[src/rtl/kaiser_pkg.sv]
// Shared definitions for the writeback stage: control-word and inst_type
// field positions, the squash-counter width and the writeback FSM encoding.
package kaiser_pkg;

    localparam int CTL_W      = 22;
    localparam int IT_W       = 6;
    localparam int CTL_RD_LSB = 0;
    localparam int CTL_RD_W   = 4;
    localparam int CTL_RWE    = 4;
    localparam int CTL_LOADS  = 8;
    localparam int IT_LDR     = 0;
    localparam int IT_STR     = 1;
    localparam int CTR_W      = 3;

    typedef enum logic [1:0] {
        WB_IDLE     = 2'd0,
        WB_REDIRECT = 2'd1,
        WB_SQUASH   = 2'd2
    } wb_state_t;

endpackage

[src/rtl/wb_squash_ctr.sv]
// Loadable down-counter with zero flag. It times the squash window after a
// redirect. It saturates at zero so that a stray decrement cannot wrap.
module wb_squash_ctr
    import kaiser_pkg::*;
#(
    parameter int W = CTR_W
) (
    input  logic         clk,
    input  logic         rst,
    input  logic         load,
    input  logic [W-1:0] load_val,
    input  logic         dec,
    output logic [W-1:0] count,
    output logic         zero
);

    // Load has priority over decrement. Decrement stops at zero.
    always_ff @(posedge clk or negedge rst) begin
        if (!rst) begin
            count <= '0;
        end else if (load) begin
            count <= load_val;
        end else if (dec && (count != '0)) begin
            count <= count - W'(1);
        end
    end

    assign zero = (count == '0);

endmodule

[src/rtl/pipeline_4_writeback.sv]
// Final pipeline stage. It registers the memory-stage outputs, selects the
// register-file write data (ALU result or synchronous-RAM load data) and holds
// the architectural NZV flags. A taken delayed branch redirects the PC and
// kills the wrong-path writebacks for SQUASH_DEPTH cycles.
// Optional feature: define WB_FWD_EN to add the fwd_valid/fwd_addr/fwd_data
// outputs. These outputs give the decode stage a one-cycle-delayed copy of the
// write port.
// Handshake: there is no valid/ready. Every input is sampled on every rising
// edge, and pc_load is a single-cycle strobe that the fetch stage must act on.
module pipeline_4_writeback
    import kaiser_pkg::*;
#(
    parameter int SQUASH_DEPTH = 2,
    parameter int DW           = 16
) (
    input  logic                clk,
    input  logic                rst,
    input  logic [CTL_W-1:0]    control_in,
    input  logic [IT_W-1:0]     inst_type_in,
    input  logic [DW-1:0]       result_in,
    input  logic [DW-1:0]       rdata_mem,
    input  logic                N_in,
    input  logic                V_in,
    input  logic                Z_in,
    input  logic                do_delayed_B,
    input  logic [DW-1:0]       delayed_B_in,
    output logic                rf_we,
    output logic [CTL_RD_W-1:0] rf_waddr,
    output logic [DW-1:0]       rf_wdata,
    output logic                N_q,
    output logic                V_q,
    output logic                Z_q,
    output logic                pc_load,
    output logic [DW-1:0]       pc_target,
    output logic                squash,
    output wb_state_t           state_dbg
`ifdef WB_FWD_EN
    ,
    output logic                fwd_valid,
    output logic [CTL_RD_W-1:0] fwd_addr,
    output logic [DW-1:0]       fwd_data
`endif
);

    wb_state_t           state;
    logic [CTL_RD_W-1:0] rd_q;
    logic                rwe_q;
    logic                ldr_q;
    logic                str_q;
    logic [DW-1:0]       result_q;
    logic [CTR_W-1:0]    ctr_count;
    logic                ctr_zero;
    logic                unused_bits;

    // The control word carries fields for earlier stages that this stage ignores.
    assign unused_bits = ^{control_in[CTL_W-1:CTL_LOADS+1],
                           control_in[CTL_LOADS-1:CTL_RWE+1],
                           inst_type_in[IT_W-1:IT_STR+1]};

    // Stage register: capture the fields this stage consumes on every edge.
    always_ff @(posedge clk or negedge rst) begin
        if (!rst) begin
            rd_q     <= '0;
            rwe_q    <= 1'b0;
            ldr_q    <= 1'b0;
            str_q    <= 1'b0;
            result_q <= '0;
        end else begin
            rd_q     <= control_in[CTL_RD_LSB +: CTL_RD_W];
            rwe_q    <= control_in[CTL_RWE];
            ldr_q    <= inst_type_in[IT_LDR];
            str_q    <= inst_type_in[IT_STR];
            result_q <= result_in;
        end
    end

    // The RAM returns load data in the cycle the LDR sits in this stage.
    // A store never writes a register, and a write is killed while squashing.
    assign rf_waddr = rd_q;
    assign rf_wdata = ldr_q ? rdata_mem : result_q;
    assign rf_we    = rwe_q & ~str_q & ~squash & (state != WB_REDIRECT);

    // Architectural flags: load only when asked, and never on the wrong path.
    always_ff @(posedge clk or negedge rst) begin
        if (!rst) begin
            N_q <= 1'b0;
            V_q <= 1'b0;
            Z_q <= 1'b0;
        end else if (control_in[CTL_LOADS] && !squash) begin
            N_q <= N_in;
            V_q <= V_in;
            Z_q <= Z_in;
        end
    end

    // Redirect FSM. The REDIRECT cycle counts as the first squash cycle.
    // SQUASH then covers the remaining SQUASH_DEPTH-1 cycles.
    always_ff @(posedge clk or negedge rst) begin
        if (!rst) begin
            state     <= WB_IDLE;
            pc_load   <= 1'b0;
            squash    <= 1'b0;
            pc_target <= '0;
        end else begin
            case (state)
                WB_IDLE: begin
                    if (do_delayed_B) begin
                        state     <= WB_REDIRECT;
                        pc_load   <= 1'b1;
                        squash    <= 1'b1;
                        pc_target <= delayed_B_in;
                    end else begin
                        pc_load <= 1'b0;
                        squash  <= 1'b0;
                    end
                end
                WB_REDIRECT: begin
                    pc_load <= 1'b0;
                    if (SQUASH_DEPTH == 1) begin
                        state  <= WB_IDLE;
                        squash <= 1'b0;
                    end else begin
                        state  <= WB_SQUASH;
                        squash <= 1'b1;
                    end
                end
                WB_SQUASH: begin
                    pc_load <= 1'b0;
                    if (ctr_zero || (ctr_count == CTR_W'(1))) begin
                        state  <= WB_IDLE;
                        squash <= 1'b0;
                    end
                end
                default: begin
                    state   <= WB_IDLE;
                    pc_load <= 1'b0;
                    squash  <= 1'b0;
                end
            endcase
        end
    end

    assign state_dbg = state;

    wb_squash_ctr #(.W(CTR_W)) u_squash_ctr (
        .clk      (clk),
        .rst      (rst),
        .load     (state == WB_REDIRECT),
        .load_val (CTR_W'(SQUASH_DEPTH - 1)),
        .dec      (state == WB_SQUASH),
        .count    (ctr_count),
        .zero     (ctr_zero)
    );

`ifdef WB_FWD_EN
    // Copy of the write port one cycle late, used for the decode-stage bypass.
    always_ff @(posedge clk or negedge rst) begin
        if (!rst) begin
            fwd_valid <= 1'b0;
            fwd_addr  <= '0;
            fwd_data  <= '0;
        end else begin
            fwd_valid <= rf_we;
            fwd_addr  <= rf_waddr;
            fwd_data  <= rf_wdata;
        end
    end
`endif

endmodule

[config.mk]
export PLATFORM = sky130hd
export DESIGN_NAME = pipeline_4_writeback
export DESIGN_NICKNAME = d
export VERILOG_FILES = /design/src/rtl/kaiser_pkg.sv /design/src/rtl/wb_squash_ctr.sv /design/src/rtl/pipeline_4_writeback.sv
export SDC_FILE = /design/constraint.sdc
export NUM_CORES = 1
export LEC_CHECK = 0
export CAP_MARGIN = 40
export CORE_ASPECT_RATIO = 0.8
export CORE_UTILIZATION = 35
export DETAILED_ROUTE_END_ITERATION = 12
export PLACE_DENSITY = 0.9
export SLEW_MARGIN = 20
export SYNTH_ARGS = -nofsm -noshare
export SYNTH_HDL_FRONTEND = slang
export SYNTH_SLANG_ARGS = --single-unit
[constraint.sdc]
create_clock -name clk -period 3.36 [get_ports clk]
set_clock_uncertainty 0.05 [all_clocks]
set_input_delay 0.336 -clock clk [delete_from_list [all_inputs] [get_ports clk]]
set_output_delay 0.336 -clock clk [all_outputs]
set_load 0.02 [all_outputs]
After elaboration in Yosys (flattened, before gate mapping)

Cells that the tools add are included.

Input port bits: 82
Output and inout port bits: 44
Flip-flop bits (word level): 49

Bitwise operators: 5
Reductions and logical operators: 10
Muxes and demuxes: 10
$add $sub $neg: 1
Eq/ne operators: 6

Operators with widths:

| kind                  | number |
|---|---|
| $mux W16              | 1 |
| $mux W3               | 2 |
| $pmux W2 S3           | 1 |
| $mux W2               | 2 |
| $ne A2 B2 Y1 const B  | 2 |
| $reduce_and A2 Y1     | 2 |
| $and A1 B1 Y1         | 3 |
| $eq A3 B1 Y1 const B  | 1 |
| $logic_not A3 Y1      | 1 |
| $mux W1               | 3 |
| $pmux W1 S3           | 1 |
| $reduce_bool A3 Y1    | 1 |
| $sub A3 B1 Y3 const B | 1 |
| $eq A2 B1 Y1 const B  | 1 |
| $eq A2 B2 Y1 const B  | 1 |
| $logic_and A1 B1 Y1   | 2 |
| $logic_not A2 Y1      | 1 |
| $ne A2 B1 Y1 const B  | 1 |
| $not A1 Y1            | 2 |
| $reduce_bool A2 Y1    | 1 |
| $logic_not A1 Y1      | 1 |
| $logic_or A1 B1 Y1    | 1 |

Depth between registers and ports, before layout

Gate-level depths: netlist of the first run.

Depth after elaboration: 4
Mapped depth: 5

By module

Synthesis of the first run repeated with hierarchy kept, for this count alone.

Cells, all modules: 117
Area, all modules: 1864.3 sq um

By module, submodules not included:

| module               | times used | cells an instance | area each (sq um) |
|---|---|---|---|
| pipeline_4_writeback | 1          | 98                | 1674.1 |
| wb_squash_ctr        | 1          | 19                | 190.2 |

Worst setup path before layout of the first run

Ideal clock, no wire load.

Kind: register -> output
From: reg state[0] (netlist: state_dbg[0])
To: out rf_we
Arrival time: 1425 ps
Slack: 1549 ps
Cell stages (with the launch flop): 4
Path buffers: 0
Required time: 2974 ps
Cells stage by stage: dfrtp_1 inv_2 nor2_1 nor4b_1

Longest elaborated chain between the ends: 2

Ends and longest elaborated chain:

| element                | line                        | text |
|---|---|---|
| start, declared        | pipeline_4_writeback.sv:45  | `wb_state_t state;` |
| start signal, assigned | pipeline_4_writeback.sv:100 | `state <= WB_IDLE;` |
| start signal, assigned | pipeline_4_writeback.sv:108 | `state <= WB_REDIRECT;` |
| start signal, assigned | pipeline_4_writeback.sv:120 | `state <= WB_IDLE;` |
| $ne A2 B1 Y1           | pipeline_4_writeback.sv:81  | `assign rf_we = rwe_q & ~str_q & ~squash & (state != WB_REDIRECT);` |
| $and A1 B1 Y1          | pipeline_4_writeback.sv:81  |  |
| end, declared          | pipeline_4_writeback.sv:27  | `output logic rf_we,` |

Every way passes these cells.

Worst setup path in the final report of the first run

From: reg ldr_q
To: out rf_wdata[11]

Longest elaborated chain between the ends: 1

Ends and longest elaborated chain:

| element                | line                       | text |
|---|---|---|
| start, declared        | pipeline_4_writeback.sv:48 | `logic ldr_q;` |
| start signal, assigned | pipeline_4_writeback.sv:71 | `ldr_q <= inst_type_in[IT_LDR];` |
| $mux W16               | pipeline_4_writeback.sv:80 | `assign rf_wdata = ldr_q ? rdata_mem : result_q;` |
| end, declared          | pipeline_4_writeback.sv:29 | `output logic [DW-1:0] rf_wdata,` |

Every way passes these cells.

==> flow_summary.yaml, run 1 <==
outcome:
  status: "complete, but fails checks"
  violations: "design-rule violations"
route:
  drt_iter0_markers: 45
  routed.top_layer: "met4"
  drc_errors: 18
  wire_per_inst_um: 15.3
  m1WireLength_mm: 1.73
  vias: 1384
  totalWireLength_mm: 4.49
  via_per_inst: 4.71
  first_pass_iters: 7
  met3_length_um: 394
  postRouteAntennaNets: 0
  wl_met2_mm: 2.36
grt:
  antenna_found_initial: 0
  grt_overflow_total: 0
  grt_util_all_layers_pct: 16.2
  grt_pass1_wl_mm: 6.98
  grt_max_degree: 26
  grt_pass1_vias: 1413
floorplanning:
  die_area_mm2: 0.00572
  core_area_mm2: 0.00512
  rows: 23
  ioPinCount: 126
  dieHeight_um: 67.8
  initial_core_util_pct: 37.0
  fp.dieW_um: 84.3
pwr:
  finalPower_uw: 2250
  ir_drop_uv: 438
  power_density_mw_per_mm2: 717
  p_leak_uw: 0.00132
clocking:
  cts_tree: "built"
  cts_max_level: 2
  numCtsBuffers: 5
  cts_root_buf: "clkbuf_8"
  post_cts_resized: 0
  post_cts_buffers: 0
  worstSkewPairLatency_ns: 0.29
  ctsLongestPathBuffers: 2
  cts_sinks: 49
  clk_pin_slew_ns: 0.09
place:
  placed_area_mm2: 0.00301
  dp_hpwl_mm: 3.47
  io_buffers: 105
  place_ws_ns: 1.26
  gp_congestion: 0.734
synthesis:
  async_flop_share_pct: 100
  synth_ff_type: "dfrtp_1"
  synthCells: 120
  yosys_warnings: 0
  synth-edff-count: 0
  synth_area_mm2: 0.00190
  synth_top_area_share_pct: 64.7
  synth_area_leaders: "dfrtp_1 (65%), mux2_2 (15%), mux2_4 (7.1%)"
  ys_seq_elements: 49
  yosys.area.top_type: "dfrtp_1"
  syn_avg_cell_area_um2: 15.8
  synth_cell_types: 26
  syn-num-nets: 205
  ys_seq_area_share_pct: 64.7
worst_setup_path:
  cp.arrival_ns: 1.99
  path_class: "flip-flop to output pin"
  crit_fanout: 16
  end_kind: "output pin"
  worstPathRequired_ns: 2.97
  startpoint_type: "flip-flop"
layout:
  layout.cells.most_common: "clkdlybuf4s50_1"
  final_util_pct: 61.3
  num_antenna_cells: 0
  finalInstanceArea_mm2: 0.00314
  syn_to_final_growth_pct: 65.7
  drive_above_1_share_pct: 20.7
  finalNetCount: 316
  layout_common_cells: "clkdlybuf4s50_1 (104), dfrtp_1 (49), mux2_2 (26), mux2_4 (9), clkbuf_8 (6)"
timing:
  fin_crit_sh_pct: 70.8
  report.final.slew_viol_count: 0
  slew_headroom_pct: 58.9
  setup_viol: 0
  period_minus_slack_ns: 2.38
  worst_slew_pin_slew_ns: 0.617
  fmax_ghz: 0.421
  hold_viol_final: 0
  rsz0062_at_grt: "false"
  tns_ns: 0
  worst_slack_ns: 0.983
job:
  maxCapViolations: 0
hold_path:
  min-delay-path-class: "input pin to flip-flop"
==> through the flow <==
step	hold WS, ns	instances
floorplan	-0.00959	120
global route	0.402	294
CTS	0.412	294
global placement	0.440	283
detailed placement	0.318	285
finish	0.423	294
==> worst max-delay path, cell delays in order (launching register included) <==
cell             delay, ns
dfrtp_1               0.75
mux2_2                0.41
clkdlybuf4s50_1       0.54
==> path summary, 6_finish.rpt <==
| kind | from | cells after the start | slack [ns] | endpoint |
|---|---|---|---|---|
| max | ldr_q$_DFF_PN0_ | 2 | 0.98 | rf_wdata[11] |
| min | result_in[4] | 1 | 0.42 | result_q[4]$_DFF_PN0_ |
| max reg2reg | state_dbg[1]$_DFFE_PN0P_ | 4 | 1.50 | pc_target[2]$_DFFE_PN0P_ |
| min reg2reg | pc_target[3]$_DFFE_PN0P_ | 1 | 0.46 | pc_target[3]$_DFFE_PN0P_ |
| max in group asynchronous | rst | 3 | 2.18 | rf_waddr[0]$_DFF_PN0_ |
| min in group asynchronous | rst | 2 | 0.53 | result_q[5]$_DFF_PN0_ |
==> cell families (layout without fill, tap and decap cells) <==
logic type	Yosys count	after routing	share of synthesized area, %
AOI/OAI and AO/OA	10	10	3.43
adders and majority gates	3	3	1.98
muxes	35	35	22.6
buffers and inverters	8	120	2.90
DFF	49	49	64.7
and+or+nand+nor	15	15	4.42
==> layer usage <==
layer	global-route usage, %	up-vias
met3	5.91	2
met1	18.5	683
met4	3.23	0
met5	0	-
li1	-	635
met2	29.8	64
==> power by group <==
group	switching, µW	total (µW)	internal [µW]
registers	112	863	751
clock network	191	433	242
logic	417	956	539
==> what timing repair did <==
| action | in CTS | in global routing |
|---|---|---|
| hold buffers | 1 | 0 |
| endpoints found under the hold margin | 21 | 0 |
| endpoints found under the setup margin | 0 | 0 |
==> state kept, by name, indices dropped and copies added, names as in the netlist <==
signal,flops
V_q,1
ldr_q,1
u_squash_ctr.count,3
pc_target,16
rf_waddr,4
rwe_q,1
pc_load,1
state_dbg,2
str_q,1
N_q,1
Z_q,1
result_q,16
squash,1
==> synth_stat cells, drive strengths merged (2+ instances only) <==
master  instances
buf             3
and3            2
nor2            3
nor2b           2
nand2           3
nor4b           2
mux2           35
o21ai           3
inv             4
ha              3
dfrtp          49
==> area by class of cell <==
| cell class | instances | area (µm²) |
|---|---|---|
| inverter | 4 | 15.0 |
| tap | 62 | 77.6 |
| fill | 413 | 1980 |
| multi-input combinational | 63 | 614 |
| clock inverter | 2 | 37.5 |
| clock buffer | 6 | 82.6 |
| sequential | 49 | 1230 |
| timing repair buffer | 108 | 1090 |
(Power assumes the default switching activity.)
==> run 2, diff against run 1 <==
clock period = 2.24 ns   (was 3.36 ns; I/O delays follow)
==> flow_summary.yaml, run 2 (synthesis gave the netlist of run 1 again) <==
layout:
  layout.cells.most_common: "clkdlybuf4s50_1"
  fill_cells: 426
  finalInstanceArea_mm2: 0.00313
  drive_above_1_share_pct: 21.0
  num_antenna_cells: 0
  finalNetCount: 317
  regArea_mm2: 0.00123
  layout_common_cells: "clkdlybuf4s50_1 (103), dfrtp_1 (49), mux2_2 (26), mux2_4 (9), clkbuf_8 (5)"
  multiInputGateArea_um2: 614
  syn_to_final_growth_pct: 64.9
  final_util_pct: 61.0
hold_path:
  min-delay-path-class: "input pin to flip-flop"
job:
  maxCapViolations: 0
route:
  wire_per_inst_um: 15.0
  drc_errors: 18
  via_per_inst: 4.66
  drt_iter0_markers: 59
  first_pass_iters: 8
  postRouteAntennaNets: 0
  totalWireLength_mm: 4.41
  vias: 1376
grt:
  busiest_layer: "met2"
  use_met2_pct: 27.8
  grt_use_met1_pct: 18.0
  grt.met3_usage_pct: 5.19
  grt_max_degree: 50
  antenna_found_initial: 0
  grt_overflow_total: 0
  grt_pass1_wl_mm: 6.63
  grt_pass1_vias: 1417
  grt_util_all_layers_pct: 15.6
worst_setup_path:
  worstPathRequired_ns: 1.97
  critical_path.top_delay_family: "buffers and inverters"
  path_class: "flip-flop to output pin"
  critical_path.cell_chain: "buf_4, mux2_2, clkdlybuf4s50_1"
  crit_path_max_incr_delay_ns: 0.55
  crit_fanout: 16
  end_kind: "output pin"
  slowest_stage: "clkdlybuf4s50_1"
  crit_buf_inv: 2
  cp.arrival_ns: 1.78
  startpoint_type: "flip-flop"
timing:
  setup_viol: 0
  tns_ns: 0
  hold_viol_final: 0
  holdWs_ns: 0.299
  fin_crit_sh_pct: 91.6
  period_minus_slack_ns: 2.05
  rsz0062_at_grt: "false"
  slew_headroom_pct: 59.5
  worst_slew_pin_slew_ns: 0.608
  fmax_ghz: 0.487
  report.final.slew_viol_count: 0
place:
  dp_hpwl_mm: 3.25
  placed_area_mm2: 0.00300
  io_buffers: 105
  gp_congestion: 0.748
clocking:
  cts_root_buf: "clkbuf_8"
  ctsLongestPathBuffers: 2
  numCtsBuffers: 5
  clk_pin_slew_ns: 0.10
  cts_sinks: 49
  post_cts_buffers: 0
  cts_tree: "built"
  worstSkewPairLatency_ns: 0.30
  cts_max_level: 2
floorplanning:
  initial_core_util_pct: 37.0
  core_area_mm2: 0.00512
  dieHeight_um: 67.8
  fp.dieW_um: 84.3
  rows: 23
  ioPinCount: 126
  die_area_mm2: 0.00572
pwr:
  power_density_mw_per_mm2: 1080
  p_leak_uw: 0.00132
  ir_drop_uv: 687
outcome:
  status: "complete, but fails checks"
  violations: "design-rule violations"
## run 2: cell types whose count changed in the layout (fill, tap and decap cells not counted), sizes merged
cell	change
clkdlybuf4s50	-1
clkbuf	-1
clkinv	+1
buf	+1
dlygate4sd2	+1
## run 2: timing repair
action	in CTS	in global routing
hold buffers	1	0
endpoints found under the setup margin	1	0
hold endpoints to repair	49	0
resized for setup	1	0
## run 2: layer usage
layer / vias up / part of all wire, %
met5: - / 0
met1: 662 / 41
li1: 634 / -
met2: 73 / 50
met3: 7 / 7.9
met4: 0 / 1.1
## run 2: per-stage QoR
stage	cells	power, µW	setup WS (ns)
2_1_floorplan	120	2070	0.541
3_3_place_gp	286	2690	0.445
3_5_place_dp	286	2750	0.337
4_1_cts	295	3410	0.155
5_1_grt	295	3550	0.107
6_report	295	3360	0.187
## run 2: final cells by class
cell class                      instances  share of cell area, %
Clock inverter                          3                   1.48
Clock buffer                            5                   2.20
Tap cell                               62                   2.48
Inverter                                4                  0.480
Sequential cell                        49                   39.2
Timing Repair Buffer                  109                   34.5
Multi-Input combinational cell         63                   19.7
## run 2: power by group
group / internal, µW / total, µW / switching (µW)
Combinational: 801 / 1430 / 627
Clock: 334 / 640 / 306
Sequential: 1130 / 1290 / 166
Total: 2260 / 3360 / 1100
## run 2: worst paths after layout
kind	slack, ns	endpoint	cells after the start	from
min in group asynchronous	0.53	result_q[10]$_DFF_PN0_	3	rst
max	0.19	rf_wdata[13]	3	ldr_q$_DFF_PN0_
max reg2reg	0.67	pc_target[4]$_DFFE_PN0P_	4	state_dbg[0]$_DFFE_PN0P_
min reg2reg	0.46	Z_q$_DFFE_PN0P_	1	Z_q$_DFFE_PN0P_
max in group asynchronous	1.20	state_dbg[0]$_DFFE_PN0P_	3	rst
min	0.30	ldr_q$_DFF_PN0_	1	inst_type_in[0]
==> run 3, diff against run 2 <==
CORE_ASPECT_RATIO = default   (was 0.8)
==> flow_summary.yaml, run 3 (synthesis gave the netlist of run 1 again) <==
outcome:
  status: "finished clean"
floorplanning:
  initial_core_util_pct: 36.6
  die_area_mm2: 0.00571
  dieHeight_um: 75.6
  core_area_mm2: 0.00517
  rows: 26
  fp.dieW_um: 75.6
  ioPinCount: 126
worst_setup_path:
  cp.arrival_ns: 1.84
  worstPathRequired_ns: 1.97
  startpoint_type: "flip-flop"
  crit_start: "ldr_q$_DFF_PN0_"
  path_class: "flip-flop to output pin"
  end_kind: "output pin"
  crit-reg2reg-launch: "state_dbg[0]$_DFFE_PN0P_"
  crit_fanout: 13
timing:
  tns_ns: 0
  hold_viol_final: 0
  rsz0062_at_grt: "false"
  slew_headroom_pct: 66.9
  fin_crit_sh_pct: 94.5
  worst_slew_pin_slew_ns: 0.496
  period_minus_slack_ns: 2.12
  setup_viol: 0
  fmax_ghz: 0.472
  report.final.slew_viol_count: 0
grt:
  busiest_layer: "met2"
  grt.met3_usage_pct: 6.22
  grt_pass1_vias: 1372
  antenna_found_initial: 0
  grt_overflow_total: 0
  use_met2_pct: 27.9
  grt_pass1_wl_mm: 6.21
  grt_max_degree: 25
  grt_util_all_layers_pct: 15.1
  grt_use_met1_pct: 15.8
place:
  gp_congestion: 0.787
  io_buffers: 105
  dp_hpwl_mm: 3.20
clocking:
  clk_pin_slew_ns: 0.08
  post_cts_buffers: 0
  numCtsBuffers: 5
  cts_max_level: 2
  cts_sinks: 49
  cts_root_buf: "clkbuf_8"
  cts_tree: "built"
  worstSkewPairLatency_ns: 0.29
  ctsLongestPathBuffers: 2
route:
  wire_per_inst_um: 13.6
  totalWireLength_mm: 4.13
  first_pass_iters: 4
  drt_iter0_markers: 19
  postRouteAntennaNets: 0
  drc_errors: 0
  via_per_inst: 4.49
  vias: 1360
layout:
  finalNetCount: 318
  num_antenna_cells: 0
  syn_to_final_growth_pct: 65.4
  drive_above_1_share_pct: 21.0
  layout_common_cells: "clkdlybuf4s50_1 (103), dfrtp_1 (49), mux2_2 (26), mux2_4 (9), clkbuf_8 (5)"
  layout.cells.most_common: "clkdlybuf4s50_1"
hold_path:
  min-delay-path-class: "input pin to flip-flop"
  min_from: "control_in[1]"
pwr:
  p_leak_uw: 0.00133
  power_density_mw_per_mm2: 1060
  finalPower_uw: 3310
  ir_drop_uv: 610
job:
  maxCapViolations: 0
==> run 3: cell type report <==
type	count	area, µm²
Inverter	4	15.0
Multi-Input combinational cell	63	614
Sequential cell	49	1230
Clock inverter	2	35.0
Fill cell	412	2040
Tap cell	70	87.6
Timing Repair Buffer	110	1090
Clock buffer	5	68.8
==> run 3: where the power goes <==
part / internal (µW) / switching (µW) / leakage (µW)
sequential: 1130 / 161 / 0.000577
clock: 325 / 268 / 0.0000540
combinational: 803 / 627 / 0.000703
total: 2250 / 1060 / 0.00133
==> run 3: worst max-delay path, stage by stage (launching register included) <==
cell and delay, ns:
dfrtp_1 0.41, buf_4 0.24, mux2_2 0.36, clkdlybuf4s50_1 0.54
==> run 3: stage by stage <==
| step | instance area, µm² | worst slack, ns | hold WS, ns | instances | utilization, % |
|---|---|---|---|---|---|
| finish | 3140 | 0.122 | 0.312 | 303 | 60.6 |
| global route | 3140 | 0.0292 | 0.294 | 303 | 60.6 |
| CTS | 3130 | 0.0712 | 0.297 | 303 | 60.6 |
| detailed placement | 3020 | 0.409 | 0.172 | 295 | 58.4 |
| global placement | 3020 | 0.429 | 0.170 | 295 | 58.4 |
| floorplan | 1900 | 0.541 | -0.122 | 120 | - |
==> run 3: routing by layer <==
metal | up-vias | routed length, µm | share of wire [%]
li1 | 637 | - | -
met1 | 664 | 1470 | 36
met2 | 57 | 2280 | 55
met3 | 2 | 359 | 8.7
met4 | 0 | 18 | 0.44
met5 | - | 0 | 0
==> run 3: worst paths after layout <==
path	to	cells after the start	slack, ns
max in group asynchronous	pc_target[9]$_DFFE_PN0P_	3	1.16
worst max-delay path	rf_wdata[12]	3	0.12
worst max register to register	pc_target[3]$_DFFE_PN0P_	4	0.67
worst min register to register	pc_target[2]$_DFFE_PN0P_	1	0.46
min in group asynchronous	u_squash_ctr.count[2]$_DFFE_PN0P_	2	0.40
worst min-delay path	rf_waddr[1]$_DFF_PN0_	1	0.31
==> run 3: timing repair <==
action	in CTS	in global routing
endpoints found under the setup margin	0	1
hold buffers	1	0
endpoints found under the hold margin	22	0
gates resized for setup	0	1
